==> config.mk <==
export PLATFORM = sky130hd
export DESIGN_NAME = serial_pair_arbiter
export DESIGN_NICKNAME = d
export VERILOG_FILES = /design/src/rtl/serial_pair_arbiter_pkg.sv /design/src/rtl/ones_pair_detector.sv /design/src/rtl/serial_pair_arbiter.sv
export SDC_FILE = /design/constraint.sdc
export NUM_CORES = 1
export LEC_CHECK = 0
export ABC_AREA = 1
export BUFFER_PORTS_ARGS = -buffer_cell sky130_fd_sc_hd__buf_2
export CORE_UTILIZATION = 49
export CTS_CLUSTER_DIAMETER = 80
export DETAILED_ROUTE_END_ITERATION = 8
export HOLD_SLACK_MARGIN = 0.1
export PLACE_DENSITY_LB_ADDON = 0.3
export SYNTH_ARGS = -nofsm -noshare
export SYNTH_HDL_FRONTEND = slang
export SYNTH_SLANG_ARGS = --single-unit
==> constraint.sdc <==
create_clock -name clk -period 1.6 [get_ports clk]
set_input_delay 0.16 -clock clk [delete_from_list [all_inputs] [get_ports clk]]
set_output_delay 0.16 -clock clk [all_outputs]
set_load 0.005 [all_outputs]
==> src/rtl/serial_pair_arbiter_pkg.sv <==
// Shared types and default sizing for the serial pair arbiter.
package serial_pair_arbiter_pkg;

  localparam int DEFAULT_NUM_REQ = 4;
  localparam int DEFAULT_CNT_W   = 8;

  // Arbiter control states: wait for a request, stream the granted
  // channel through the detector, then publish the result for one cycle.
  typedef enum logic [1:0] {
    ARB_IDLE,
    ARB_STREAM,
    ARB_REPORT
  } arb_state_t;

endpackage

==> src/rtl/ones_pair_detector.sv <==
// Mealy detector for two consecutive accepted ones. The state remembers
// whether the previous accepted bit was a one; clr restarts the sequence.
module ones_pair_detector
  import serial_pair_arbiter_pkg::*;
(
  input  logic clk,
  input  logic rst,
  input  logic clr,
  input  logic en,
  input  logic in,
  output logic hit
);

  logic prev_one_q;
  logic prev_one_d;

  // Next state: clear wins, accepted bits update, idle cycles hold.
  // NOTE: every variable written in always_comb gets a default first so no
  // path leaves it unassigned, which would otherwise infer a latch.
  always_comb begin
    prev_one_d = prev_one_q;
    if (clr) begin
      prev_one_d = 1'b0;
    end else if (en) begin
      prev_one_d = in;
    end
  end

  // State register with synchronous reset.
  // NOTE: sequential state uses non-blocking assignments so every register
  // samples the pre-edge values; blocking here would create order-dependent races.
  always_ff @(posedge clk) begin
    if (rst) begin
      prev_one_q <= 1'b0;
    end else begin
      prev_one_q <= prev_one_d;
    end
  end

  // Mealy output: a hit is reported in the same cycle as the second one.
  assign hit = en & in & prev_one_q;

endmodule

==> src/rtl/serial_pair_arbiter.sv <==
// Round-robin arbiter that lends one shared consecutive-ones detector to a
// single requester at a time and reports the per-stream hit count.
module serial_pair_arbiter
  import serial_pair_arbiter_pkg::*;
#(
  parameter int  NUM_REQ = DEFAULT_NUM_REQ,
  parameter int  CNT_W   = DEFAULT_CNT_W,
  localparam int ID_W    = (NUM_REQ > 1) ? $clog2(NUM_REQ) : 1
) (
  input  logic               clk,
  input  logic               rst,
  input  logic [NUM_REQ-1:0] req,
  input  logic [NUM_REQ-1:0] valid,
  input  logic [NUM_REQ-1:0] bit_in,
  input  logic [NUM_REQ-1:0] last,
  output logic [NUM_REQ-1:0] gnt,
  output logic               busy,
  output logic               done,
  output logic [ID_W-1:0]    done_id,
  output logic [CNT_W-1:0]   pair_count,
  output logic               aborted
);

  arb_state_t         state_q, state_d;
  logic [NUM_REQ-1:0] gnt_q, gnt_d;
  logic [ID_W-1:0]    grant_idx_q, grant_idx_d;
  logic [ID_W-1:0]    last_winner_q, last_winner_d;
  logic [CNT_W-1:0]   count_q, count_d;
  logic [CNT_W-1:0]   pair_count_q, pair_count_d;
  logic [ID_W-1:0]    done_id_q, done_id_d;
  logic               aborted_q, aborted_d;

  logic               win_found;
  logic [ID_W-1:0]    win_idx;
  logic [ID_W-1:0]    cand;
  logic               det_clr;
  logic               det_en;
  logic               det_hit;

  // Round-robin search starting just after the previous winner.
  always_comb begin
    win_found = 1'b0;
    win_idx   = '0;
    cand      = '0;
    for (int i = 1; i <= NUM_REQ; i++) begin
      cand = ID_W'((int'(last_winner_q) + i) % NUM_REQ);
      if (!win_found && req[cand]) begin
        win_found = 1'b1;
        win_idx   = cand;
      end
    end
  end

  // Detector controls are kept out of the FSM block so the Mealy hit path
  // does not feed back into the process that drives it.
  assign det_clr = (state_q == ARB_IDLE) && win_found;
  assign det_en  = (state_q == ARB_STREAM) && req[grant_idx_q] && valid[grant_idx_q];

  ones_pair_detector u_detector (
    .clk (clk),
    .rst (rst),
    .clr (det_clr),
    .en  (det_en),
    .in  (bit_in[grant_idx_q]),
    .hit (det_hit)
  );

  // FSM next state, grant, hit counting and result capture.
  always_comb begin
    state_d       = state_q;
    gnt_d         = gnt_q;
    grant_idx_d   = grant_idx_q;
    last_winner_d = last_winner_q;
    count_d       = count_q;
    pair_count_d  = pair_count_q;
    done_id_d     = done_id_q;
    aborted_d     = aborted_q;

    case (state_q)
      ARB_IDLE: begin
        if (win_found) begin
          state_d     = ARB_STREAM;
          gnt_d       = NUM_REQ'(1) << win_idx;
          grant_idx_d = win_idx;
          count_d     = '0;
        end
      end

      ARB_STREAM: begin
        if (!req[grant_idx_q]) begin
          // Requester walked away: report what was counted, drop this bit.
          state_d      = ARB_REPORT;
          gnt_d        = '0;
          pair_count_d = count_q;
          done_id_d    = grant_idx_q;
          aborted_d    = 1'b1;
        end else if (valid[grant_idx_q]) begin
          if (det_hit && (count_q != {CNT_W{1'b1}})) begin
            count_d = count_q + CNT_W'(1);
          end
          if (last[grant_idx_q]) begin
            state_d      = ARB_REPORT;
            gnt_d        = '0;
            pair_count_d = count_d;
            done_id_d    = grant_idx_q;
            aborted_d    = 1'b0;
          end
        end
      end

      ARB_REPORT: begin
        state_d       = ARB_IDLE;
        last_winner_d = grant_idx_q;
      end

      default: begin
        state_d = ARB_IDLE;
        gnt_d   = '0;
      end
    endcase
  end

  // State and datapath registers with synchronous reset.
  always_ff @(posedge clk) begin
    if (rst) begin
      state_q       <= ARB_IDLE;
      gnt_q         <= '0;
      grant_idx_q   <= '0;
      last_winner_q <= ID_W'(NUM_REQ - 1);
      count_q       <= '0;
      pair_count_q  <= '0;
      done_id_q     <= '0;
      aborted_q     <= 1'b0;
    end else begin
      state_q       <= state_d;
      gnt_q         <= gnt_d;
      grant_idx_q   <= grant_idx_d;
      last_winner_q <= last_winner_d;
      count_q       <= count_d;
      pair_count_q  <= pair_count_d;
      done_id_q     <= done_id_d;
      aborted_q     <= aborted_d;
    end
  end

  assign gnt        = gnt_q;
  assign busy       = (state_q != ARB_IDLE);
  assign done       = (state_q == ARB_REPORT);
  assign done_id    = done_id_q;
  assign pair_count = pair_count_q;
  assign aborted    = aborted_q;

endmodule
==> results <==
- Summed over all layers, the global routing overflow is 0.
- Summing every instance area after synthesis gives 0.00175 mm^2.
- The total placed instance area is 0.00216 mm^2.
- In this run, the number of DRC markers left after iteration 0 of detailed routing was 160.
- The maximum fanout count along the critical path is 5.
- The multi-input combinational cells in the finished layout cover a total of 0.00128 mm^2.
- The clock arrives with 0.00517 ns of skew.
- Setup slack on the critical path of the routed design comes to -0.0867 ns.
- From synthesis to final layout, the design area changed by 54.0%.
- The count of endpoints failing setup in the final report is 21.
- Counting I/O delays and the setup requirement, the final critical path takes 1.69 ns.
- The kind of launch point of the worst setup path is a register.
- The final worst hold slack is 0.164 ns.
- The post-synth net total is 283.
- 0 antenna diodes ended up in the layout.
- The top cell type's share of synthesized area is 34.3%.
- The worst flop-to-flop path startpoint is last_winner_q[0].
- The final antenna-violating net count is 0.
- The sequential standard cell area is 613 um^2.
- The category of the worst setup path capture point is a register.
- The area inside the core boundary is 0.00339 mm^2.
- The final design utilization is 79.6%.
- Across all layers, the routed design uses 2087 vias.
- The required time at the endpoint of the critical path is 1.89 ns.
- The delay of the slowest cell on the worst path is 0.38 ns.
- For this run, asynchronously set or reset flops after synthesis account for 0%.
- Entering global routing, the biggest net connects 16 pins.
- The critical path is of the reg -> reg type.
- In this run the count of I/O pins placed on the die edge is 35.
- The quantity of I/O buffers inserted on ports is 34.
- The first-pass GRT wire length is 7380 um.
- The die covers 0.00382 mm^2.
- The initial core utilization is 51.7%.
- The actual transition at the worst max-transition pin is 0.410 ns.
- The Yosys step of the flow raised 0 warnings.
- The area of all placed cells without fillers is 0.00270 mm^2.
- At the end of the flow, the number of nets in the layout was 358.
- The CTS tree is built.
- The final weighted congestion in routability-driven placement is 0.823.
- The final max-slew violation count came to 0.
- Sorting the synthesized cells by how often they occur yields nand2_1 (82), nand3_1 (34), dfxtp_1 (30).
- The number of placed instances, taps included, is 367.
- The fraction of layout cells with a size suffix above 1 is 50.3%.
- The most instantiated flip-flop cell in the synthesis netlist is dfxtp_1.
- Dividing the detail-routed wire length by the instance count gives 15.1 um.
- After filler insertion, the fill cell instance count of the layout stands at 216.
- The fmax is 593 MHz.
- The later pin in the worst-skew pair is clocked with a latency of 0.34 ns.
- Measured in cells, the most critical reg-to-reg path has a length of 11.
- The cell area power density is 1560 mW/mm^2.
- The die is 61.8 um tall.
- The final layout contains routed wiring with a total length of 5850 um.
- The run finished, with violations left.
- The fraction of the yosys area taken by sequential cells is 34.3%.
- The endpoint of the most critical setup path is gnt[2].
- The detailed-route vias per instance is 5.41.
- TritonCTS created 5 clock buffers.
- Row generation in the floorplan step produced 21 rows.
- The reg2reg setup slack is -0.09 ns.
- The TritonCTS sink count is 30.
- The number of flops mapped to enable cells by yosys is 0.
- The checks that failed: negative setup slack.
- On the critical path, the stage with the largest delay is an instance of dfxtp_4.
- Global routing used 27.0% of the available tracks.
- Yosys instantiated no cell more often than nand2_1.
- For this design the static power due to leakage is 1.18 nW.
- The number of global-route vias before repair is 1683.
- No sink is reached through more buffers than the 2 on the longest clock path.
- For this design, the CTS-stage hold fixing added 0 buffers.
- The sum of net half-perimeters after detailed placement is 3250 um.
- The iteration count of the initial detailed-routing pass is 5.
- Across the run, the number of max-cap violations was 0.
- The CTS root buffer is clkbuf_4.
- The mean post-synth cell area is 6.64 um^2.
- The flip-flop and latch count after synthesis is 30.
- Data arrives at the worst endpoint at 1.97 ns.
- The number of instances in the synthesized netlist is 264.
- The post-synthesis cell type count is 31.
- The critical path starts at last_winner_q[0].
- The post-route non-filler standard cell count is 386.
- Yosys attributes the largest share of cell area to dfxtp_1 (34%), nand2_1 (18%), nand3_1 (9.7%), a21oi_1 (7.1%), inv_1 (5.4%).
- Setup repair after global routing could not meet its margin everywhere.
- The post-CTS clock slew at the launch and capture registers of the worst setup and hold paths is 0.10 ns.
- CTS built an H-tree with a depth of 2.
- The number of design rule violations left after detail routing is 0.
- Headroom to the max-slew limit came out at 72.5%.
- IR analysis of the VDD net gives a maximum drop of 953 uV.
- Traced cell by cell, the critical path runs through buf_6, xnor2_4, nand2_2, nand2_2, nor2_4, nand3_2, nand2_4, buf_4, nor2_4, nand2_2, a21oi_2.
- The cell accounting for the most synthesized area is dfxtp_1.
- The critical path's most frequent cell is nand2_2.
- The initial antenna violation count is 0.
- Along the worst hold path, the cell count comes to 2.
- The worst path uses 105% of the clock period.
- The floorplan step set the die width to 61.8 um.
- Prior to clock tree synthesis, the placed netlist has a worst setup slack of -0.148 ns.
- The terminus of the critical flop-to-flop path is gnt[2].
- The final-report hold violation count is 0.
- The path class of the lowest-slack min-delay path is in -> reg.
## registers in the layout, summed over array words and instances (netlist names)
name                   flops
aborted                    1
grant_idx_q                2
done_id                    2
count_q                    8
state_q                    2
gnt                        4
u_detector.prev_one_q      1
last_winner_q              2
pair_count                 8
## layer usage
metal  global-route usage (%)  up-vias  share of wire (%)
li1                         -     1014                  -
met1                     34.4      968                 41
met2                     43.8       86                 49
met3                     7.04       19                6.9
met4                     10.5        0                2.9
met5                        0        -                  0
## worst max-delay path, delay by kind of cell, from the launching register on
kind / cells / cell delay, ns
buffers and inverters: 2 / 0.30
AOI/OAI and AO/OA: 1 / 0.12
xor gates and xnor gates: 1 / 0.18
and+or+nand+nor: 7 / 0.64
DFF: 1 / 0.38
## area by class of cell
type,count,area share (%)
inverters,28,4.27
multi-input cells,199,47.6
well taps,46,2.13
repair buffers,75,19.2
flip-flops and latches,30,22.7
clock buffers,6,1.90
clock inverters,2,2.23
## placed cells by master (no fill, tap or decap), drive strengths merged
cell type  Yosys  routed
nand2         85      85
buf            5      75
nand3         36      36
dfxtp         30      30
inv           28      28
a21oi         27      27
nor2          19      19
o21ai         14      14
clkbuf         2       6
xor2           4       4
nand4          3       3
xnor2          3       3
o211ai         2       2
bufinv         0       2
o22ai          1       1
or2            1       1
nand3b         1       1
nor3           1       1
a211oi         1       1
ha             1       1
## worst min-delay path by stage
| stage | from | end | slack (ns) |
|---|---|---|---|
| 3_3_place_gp | pair_count[1] | pair_count[1] | 0.45 |
| 5_1_grt | rst | state_q[1] | 0.16 |
| 6_report | rst | state_q[1] | 0.16 |
| 3_5_place_dp | aborted | aborted | 0.46 |
| 2_1_floorplan | rst | gnt[1] | 0.44 |
| 4_1_cts | rst | count_q[6] | 0.13 |
## cells by family (layout without fill, tap and decap cells)
| logic type | Yosys count | in the layout | synth area share (%) |
|---|---|---|---|
| AO/OA/AOI/OAI | 45 | 45 | 13.8 |
| XOR/XNOR | 7 | 7 | 3.93 |
| adder cells (fa/ha/maj) | 1 | 1 | 0.714 |
| buffers and inverters | 35 | 111 | 8.64 |
| flip-flops | 30 | 30 | 34.3 |
| AND/OR/NAND/NOR | 146 | 146 | 38.6 |
## per-stage QoR
step	power (mW)	TNS (ns)
2_1_floorplan	1.99	0
4_1_cts	3.73	-0.0944
5_1_grt	4.44	-3.40
3_3_place_gp	2.60	-1.29
3_5_place_dp	2.63	-1.83
6_report	4.20	-0.810
## power breakdown
part	switching (mW)	internal [mW]	total [mW]	leakage, nW
combinational	1.37	1.03	2.40	0.874
sequential	0.103	0.880	0.983	0.245
clock	0.288	0.529	0.817	0.0585
total	1.76	2.44	4.20	1.18
## repair_timing
action                     in CTS  in global routing
resized for setup              38                 63
pin swaps                      12                 35
buffers inserted                6                  5
setup endpoints to repair      24                 24
Power figures use the tool's default switching activity.
